### src/rtl/display_scheduler.sv
// display_scheduler
//   Shares one 8-digit multiplexed 7-segment display between NREQ requesters.
//   At each frame boundary (slot index 7 reaching its last refresh tick) a
//   round-robin arbiter with a frame-hold limit picks the owner. It then
//   snapshots the owner's two 8-bit fields and converts both to BCD with a
//   double-dabble FSM. The result is scanned out one digit per slot, with
//   leading zeros suppressed.
// Ports:
//   clk   : system clock, rising edge
//   rst   : asynchronous active-low reset
//   req   : per-requester level request
//   data  : per-requester value, [15:8] hi field, [7:0] lo field
//   gnt   : one-hot current owner, zero when unowned
//   AN    : active-low digit anodes, at most one low
//   digit : BCD nibble for the selected digit, 0 when dark
//   busy  : high while converting/committing
module display_scheduler #(
   parameter int NREQ        = 3,
   parameter int REFRESH_DIV = 100000,
   parameter int HOLD_FRAMES = 64
) (
   input  logic                  clk,
   input  logic                  rst,
   input  logic [NREQ-1:0]       req,
   input  logic [NREQ-1:0][15:0] data,
   output logic [NREQ-1:0]       gnt,
   output logic [7:0]            AN,
   output logic [3:0]            digit,
   output logic                  busy
);

   localparam int DW = $clog2(REFRESH_DIV);
   localparam int PW = $clog2(NREQ);
   localparam int HW = $clog2(HOLD_FRAMES + 1);
   localparam logic [DW-1:0] DIV_MAX  = DW'(REFRESH_DIV - 1);
   localparam logic [HW-1:0] HOLD_MAX = HW'(HOLD_FRAMES);
   localparam logic [PW-1:0] PTR_RST  = PW'(NREQ - 1);

   typedef enum logic [1:0] {S_IDLE, S_CONV, S_COMMIT} state_t;
   state_t state_q, state_d;

   logic [DW-1:0]   div_q, div_d;
   logic [2:0]      idx_q;
   logic            tick, boundary;

   logic [NREQ-1:0] gnt_q, gnt_d;
   logic [PW-1:0]   ptr_q, ptr_d;   // current owner, or last owner when gnt is zero
   logic [HW-1:0]   hold_q, hold_d;
   logic            keep, found;
   logic [PW-1:0]   cand, scan;

   logic [7:0]      bin_hi_q, bin_lo_q;
   logic [11:0]     bcd_hi_q, bcd_lo_q;
   logic [2:0]      step_q;
   logic [23:0]     buf_q;
   logic            valid_q;

   logic [11:0]     field;
   logic [3:0]      nib;
   logic            lit;

   // One double-dabble iteration: add 3 to any nibble >= 5, then shift in the next bit.
   function automatic logic [11:0] dd_step(input logic [11:0] bcd, input logic bit_in);
      logic [11:0] adj;
      adj = bcd;
      for (int unsigned n = 0; n < 3; n++) begin
         if (adj[n*4 +: 4] >= 4'd5) adj[n*4 +: 4] = adj[n*4 +: 4] + 4'd3;
      end
      return {adj[10:0], bit_in};
   endfunction

   assign tick     = (div_q == DIV_MAX);
   assign boundary = tick && (idx_q == 3'd7);
   assign div_d    = tick ? '0 : div_q + DW'(1);
   assign gnt      = gnt_q;

   // Round-robin search starting just after ptr_q; the owner itself is the last candidate.
   always_comb begin
      found = 1'b0;
      cand  = ptr_q;
      scan  = ptr_q;
      for (int unsigned i = 1; i <= NREQ; i++) begin
         scan = PW'((32'(ptr_q) + i) % NREQ);
         if (!found && req[scan]) begin
            found = 1'b1;
            cand  = scan;
         end
      end
   end

   always_comb begin
      keep   = (|gnt_q) && req[ptr_q] &&
               ((hold_q < HOLD_MAX) || ((req & ~gnt_q) == '0));
      gnt_d  = gnt_q;
      ptr_d  = ptr_q;
      hold_d = hold_q;
      if (keep) begin
         if (hold_q < HOLD_MAX) hold_d = hold_q + HW'(1);
      end else if (found) begin
         gnt_d       = '0;
         gnt_d[cand] = 1'b1;
         ptr_d       = cand;
         hold_d      = HW'(1);
      end else begin
         gnt_d  = '0;
         hold_d = '0;
      end
   end

   always_ff @(posedge clk or negedge rst) begin
      if (!rst) state_q <= S_IDLE;
      else      state_q <= state_d;
   end

   always_comb begin
      state_d = state_q;
      busy    = (state_q != S_IDLE);
      case (state_q)
         S_IDLE:   if (boundary && (|gnt_d)) state_d = S_CONV;
         S_CONV:   if (step_q == 3'd7) state_d = S_COMMIT;
         S_COMMIT: state_d = S_IDLE;
         default:  state_d = S_IDLE;
      endcase
   end

   always_ff @(posedge clk or negedge rst) begin
      if (!rst) begin
         div_q    <= '0;
         idx_q    <= '0;
         gnt_q    <= '0;
         ptr_q    <= PTR_RST;
         hold_q   <= '0;
         bin_hi_q <= '0;
         bin_lo_q <= '0;
         bcd_hi_q <= '0;
         bcd_lo_q <= '0;
         step_q   <= '0;
         buf_q    <= '0;
         valid_q  <= 1'b0;
      end else begin
         div_q <= div_d;
         if (tick) idx_q <= idx_q + 3'd1;
         if (boundary) begin
            gnt_q  <= gnt_d;
            ptr_q  <= ptr_d;
            hold_q <= hold_d;
            if (|gnt_d) begin
               bin_hi_q <= data[ptr_d][15:8];
               bin_lo_q <= data[ptr_d][7:0];
               bcd_hi_q <= '0;
               bcd_lo_q <= '0;
               step_q   <= '0;
            end else begin
               valid_q  <= 1'b0;
            end
         end else if (state_q == S_CONV) begin
            bcd_hi_q <= dd_step(bcd_hi_q, bin_hi_q[7]);
            bcd_lo_q <= dd_step(bcd_lo_q, bin_lo_q[7]);
            bin_hi_q <= {bin_hi_q[6:0], 1'b0};
            bin_lo_q <= {bin_lo_q[6:0], 1'b0};
            step_q   <= step_q + 3'd1;
         end else if (state_q == S_COMMIT) begin
            buf_q   <= {bcd_hi_q, bcd_lo_q};
            valid_q <= 1'b1;
         end
      end
   end

   // Slot decode: idx[2] picks the field, idx[1:0] the digit (3 is a blank spacer).
   always_comb begin
      field = idx_q[2] ? buf_q[23:12] : buf_q[11:0];
      lit   = 1'b0;
      nib   = '0;
      case (idx_q[1:0])
         2'd0: begin lit = 1'b1;                                   nib = field[3:0];  end
         2'd1: begin lit = (field[11:8] != '0) || (field[7:4] != '0); nib = field[7:4];  end
         2'd2: begin lit = (field[11:8] != '0);                    nib = field[11:8]; end
         default: begin lit = 1'b0; nib = '0; end
      endcase
      if (lit && valid_q) begin
         AN    = ~(8'b1 << idx_q);
         digit = nib;
      end else begin
         AN    = 8'hFF;
         digit = '0;
      end
   end

endmodule

### config.mk
export PLATFORM = sky130hd
export DESIGN_NAME = display_scheduler
export DESIGN_NICKNAME = d
export VERILOG_FILES = /design/src/rtl/display_scheduler.sv
export SDC_FILE = /design/constraint.sdc
export NUM_CORES = 1
export LEC_CHECK = 0
export ABC_AREA = 1
export BUFFER_PORTS_ARGS = -buffer_cell sky130_fd_sc_hd__buf_4
export CAP_MARGIN = 20
export CORE_ASPECT_RATIO = 1.25
export CORE_MARGIN = 3
export CORE_UTILIZATION = 50
export DETAILED_ROUTE_END_ITERATION = 7
export PLACE_DENSITY = 0.71
export SYNTH_ARGS = -nofsm -noshare
export SYNTH_HDL_FRONTEND = slang
export SYNTH_SLANG_ARGS = --single-unit
export TNS_END_PERCENT = 50
### constraint.sdc
create_clock -name clk -period 6.33 [get_ports clk]
set_input_delay 1.5825 -clock clk [delete_from_list [all_inputs] [get_ports clk]]
set_output_delay 1.5825 -clock clk [all_outputs]
set_load 0.01 [all_outputs]
### Yosys cells after proc, flatten, opt, wreduce, memory -nomap -nowiden

Cells that the tools add are included.

| word-level totals | value |
|---|---|
| register bits after elaboration | 102 |
| logic and storage cells | 147 |

| cells by class | value |
|---|---|
| add/sub/neg operators | 13 |
| div/mod/pow operators | 3 |
| $lt $le $gt $ge | 14 |
| equality and inequality tests | 13 |
| shift operators | 1 |
| mux-type cells | 58 |
| bitwise gates (word level) | 5 |
| reductions and logical operators | 27 |

Operator list:

| kind | count |
|---|---|
| $mod A32 B2 Y32 const B | 3 |
| $mux W12 | 6 |
| $mux W8 | 7 |
| $bmux W16 S2 | 1 |
| $ge A4 B3 Y1 const B | 6 |
| $mux W3 | 7 |
| $mux W4 | 5 |
| $lt A2 B3 Y1 const B | 6 |
| $add A17 B1 Y17 const B | 1 |
| $eq A17 B17 Y1 const B | 1 |
| $mux W17 | 1 |
| $add A4 B2 Y4 const B | 4 |
| $mux W16 | 1 |
| $mux W2 | 7 |
| $mux W7 | 2 |
| $mux W1 | 13 |
| $pmux W4 S3 | 1 |
| $bmux W1 S2 | 4 |
| $logic_and A1 B1 Y1 | 8 |
| $ne A2 B2 Y1 const B | 4 |
| $not A8 Y8 | 1 |
| $reduce_bool A4 Y1 | 2 |
| $shl A1 B3 Y8 const A | 1 |
| $add A7 B1 Y7 const B | 1 |
| 24 further kinds | 41 |

### Logic depth before layout (Yosys ltp)

| depth | value |
|---|---|
| word-level depth | 21 |
| gate-level depth with buffers | 19 |

### Worst setup path before layout

No wires, ideal clock.

| timing path | value |
|---|---|
| path kind | flip-flop to output port |
| start | reg idx_q[2] |
| end | out AN[0] |
| data arrival time | 1,636 ps |
| data required time | 4,747 ps |
| slack | 3,111 ps |
| stages on the path, launching flop included | 10 |
| buffers on the path | 1 |
| path through | dfrtp_1 > inv_1 > clkbuf_1 > nand2_1 > a21oi_1 > nor2_1 > o221ai_1 > nand3_1 > nor2_1 > nand2_1 |

| on the way | value |
|---|---|
| cells in the longest elaborated chain, start to end | 6 |
| elaborated cells between the ends (all ways) | 9 |
| classes of those cells | shift (1); mux (3); bitwise (1); reduce/logical (4) |

RTL lines:

| item | line | RTL |
|---|---|---|
| from (decl) | 43 | `logic [2:0] idx_q;` |
| from (signal assigned) | 142 | `if (tick) idx_q <= idx_q + 3'd1;` |
| $mux W12 | 171 | `field = idx_q[2] ? buf_q[23:12] : buf_q[11:0];` |
| $reduce_bool A4 Y1, on equally long branches | 176, 177 |  |
| $logic_or A1 B1 Y1 | 176 | `2'd1: begin lit = (field[11:8] != '0) \|\| (field[7:4] != '0); nib = field[7:4]; end` |
| $pmux W1 S3 | 174 | `case (idx_q[1:0])` |
| $logic_and A1 B1 Y1 | 180 | `if (lit && valid_q) begin` |
| $mux W8 * | 180 |  |
| to (decl) | 27 | `output logic [7:0] AN,` |

Mark *: on every way between the ends. The rest lies on a longest branch, timed or not.

### Worst setup path after layout

Ends and elaborated chain as after synthesis.

==> impl_metrics.yaml <==
sta:
  finalClockSkew_ns: 0.0101
  slew_violations: 0
  setup_viol: 0
  final_period_minus_worst_setup_slack_ns: 4.20
  worst_pin_slew_ns: 1.01
  postLayoutSetupSlackWorst_ns: 2.13
  unrepaired_setup_endpoints_after_global_routing: "false"
  min_period_over_period_pct: 66.3
  slew_headroom_pct: 32.7
  max_freq_mhz: 238
  report.final.hold_viol_count: 0
  fin_setup_tns_ns: 0
placed_design:
  dpl_cell_area_sq_um: 6900
  buffer_ports.inserted: 68
  pre_cts_ws_ns: 2.53
  gp_congestion: 0.903
  dpl.hpwl_um: 10600
power_and_ir_drop:
  pwr_density_cell_nw_per_um2: 176
  p_sw_share_pct: 24.1
  seq_power_share_pct: 51.5
  p_int_mw: 0.961
  clock_power_share_pct: 41.5
  power.total_mw: 1.27
  combinational_share_of_power_pct: 7.0
  total_switching_power_mw: 0.305
  max-vdd-ir-drop_uv: 199
  static-leakage-power_nw: 3.66
floorplanning:
  initial_cell_density_of_the_core_pct: 51.5
  io_pins: 69
  height_of_the_chip_um: 131
  fp.dieW_um: 106
  core_region_sq_um: 12200
  fp.dieArea_sq_um: 14000
  fp-row-count: 45
detailed_routing:
  dr.max_layer_used: "met4"
  met3_wirelength_um: 339
  initialDrtViolationCount: 338
  drt_wirelength_um: 14500
  wl_met2_um: 7710
  route.detailed.vias_per_inst: 5.20
  drc: 0
  count_of_antenna_violating_nets_left_after_detailed_routing: 0
  drtPass1Iterations: 5
  m1WireLength_um: 6200
  routed-via-count: 5718
  avgRoutedWirePerCell_um: 13.2
clocking:
  hold_buffers: 0
  tritoncts_clock_tree: "yes"
  cts_htree_levels: 3
  root_buffer: "clkbuf_16"
  post_cts.resized_instances: 0
  clk_pin_slew_worst_paths_ns: 0.07
  cts_num_sinks: 102
  cts_made_buffers: 9
  insertion_delay_to_the_later_sink_of_the_worst_skew_pair_ns: 0.35
  cts_setup_buffers: 0
  clockBufferDepth: 2
logic_synthesis:
  synth.net_count: 951
  synth.yosys.warnings: 0
  synth-async-reset-ratio_pct: 100
  ys_types: 42
  post_synth_inst_count: 872
  synth_area_leader_cell: "dfrtp_1"
  synth_top_area_share_pct: 40.2
  synth-seq-cells: 102
  synth-edff-count: 0
  synth.yosys.seq_area_share_pct: 40.6
  synth.avg_cell_area_sq_um: 7.21
  synth_top_cells_by_area: "dfrtp_1, nand2_1, nand3_1"
  post_synth_top_flop: "dfrtp_1"
  post_synth_instance_area_sq_um: 6290
final_layout:
  drive_gt1_share_pct: 13.7
  final_area_sq_um: 7190
  most-common-layout-cells: "nand2_1, nand3_1, dfrtp_1"
  mostFrequentLayoutCell: "nand2_1"
  seqCellArea_sq_um: 2550
  multiInputGateArea_sq_um: 3210
  layout-area-overhead-vs-synth_pct: 14.2
  antenna-diode-count: 0
  filler_cell_count: 1192
  num-nets-final: 1009
min_path:
  holdCritPathClass: "reg2reg"
outcome:
  outcome: "finished clean"
global_routing:
  grt-ovfl-total: 0
  number_of_antenna_violations_at_the_first_check_in_global_routing: 0
  global_route_wire_length_before_repair_um: 25500
  track_usage_pct: 21.8
  largest_net_degree_at_the_start_of_global_routing: 59
  grt_pass1_vias: 5735
worst_setup_path:
  req_time_crit_path_ns: 4.75
  cp-start-kind: "register"
  worst_setup_path_end_kind: "output port"
  worst-setup-path-type: "reg2out"
  critical_path_fanout_max: 16
  cp_data_arrival_time_ns: 2.62
job:
  max_cap_viol_count: 0
==> layout make-up <==
| type | instances | share of cell area [%] |
|---|---|---|
| Clock buffer | 10 | 3.19 |
| Clock inverter | 6 | 0.749 |
| Inverter | 109 | 5.73 |
| Multi-Input combinational cell | 638 | 44.6 |
| Sequential cell | 102 | 35.5 |
| Tap cell | 164 | 2.86 |
| Timing Repair Buffer | 70 | 7.31 |
==> through the flow <==
stage	hold WS (ns)	util, %	cells
2_1_floorplan	0.431	-	872
3_3_place_gp	0.453	56.5	1083
3_5_place_dp	0.454	56.5	1083
4_1_cts	0.463	58.8	1099
5_1_grt	0.483	58.8	1099
6_report	0.461	58.8	1099
==> cells by family (layout without fill, tap and decap cells) <==
logic type	count (synthesis)	after routing	synth area share (%)
and+or+nand+nor	491	491	34.8
buffers and inverters	132	195	8.41
AOI/OAI and AO/OA	109	109	9.35
DFF	102	102	40.6
adders and majority gates	26	26	5.17
xor gates and xnor gates	11	11	1.53
muxes	1	1	0.179
==> synth_stat cells, types with 2 or more instances <==
master and instances:
or2_2 11, o21ai_0 64, inv_1 97, nor2_1 69, buf_4 4, a21oi_1 22
a221oi_1 4, xor2_1 10, nand3_1 120, nor4_1 9, ha_1 26, nor3_1 7
o221ai_1 2, inv_2 11, nand2_1 252, clkbuf_1 10, nand2_4 3, dfrtp_1 101
nand4_1 5, nand2_2 7, o21ai_1 9, buf_2 7, a31oi_1 2, nand3_4 2
==> flip-flops by register name (all words and copies together) (netlist names) <==
name      cells
bin_hi_q      8
idx_q         3
bcd_hi_q     12
ptr_q         2
step_q        3
valid_q       1
gnt           3
hold_q        7
div_q        17
buf_q        24
state_q       2
bin_lo_q      8
bcd_lo_q     12
==> final timing paths <==
kind / start / to / slack, ns / cells past startpoint
setup / recovery: idx_q[2] / AN[0] / 2.13 / 9
hold / removal: state_q[1] / state_q[1] / 0.46 / 1
setup reg to reg: div_q[0] / bcd_hi_q[6] / 3.10 / 12
hold reg to reg: state_q[1] / state_q[1] / 0.46 / 1
max in group asynchronous: rst / bcd_lo_q[1] / 3.99 / 2
min in group asynchronous: rst / div_q[8] / 1.29 / 1
==> worst max-delay path: stages, from the launching register on <==
cell      delay, ns
dfrtp_1        0.66
inv_1          0.35
nand2_1        0.14
nand2_1        0.07
nor4_1         0.31
o221ai_1       0.18
nand3_1        0.24
nor2_1         0.11
nand2_1        0.09
buf_4          0.12
==> layer usage <==
| metal | up-vias | track usage, % |
|---|---|---|
| met5 | - | 0 |
| met4 | 0 | 7.56 |
| met3 | 17 | 3.59 |
| met2 | 66 | 38.7 |
| met1 | 2707 | 26.6 |
| li1 | 2928 | - |
==> power by group through the flow <==
stage | registers [mW] | clock network (mW) | logic (mW)
floorplan | 0.665 | 0 | 0.0435
global placement | 0.664 | 0 | 0.0894
detailed placement | 0.664 | 0 | 0.0901
CTS | 0.652 | 0.538 | 0.0904
global route | 0.651 | 0.563 | 0.101
finish | 0.652 | 0.525 | 0.0891
No activity file was read; power rests on OpenSTA's default activity.
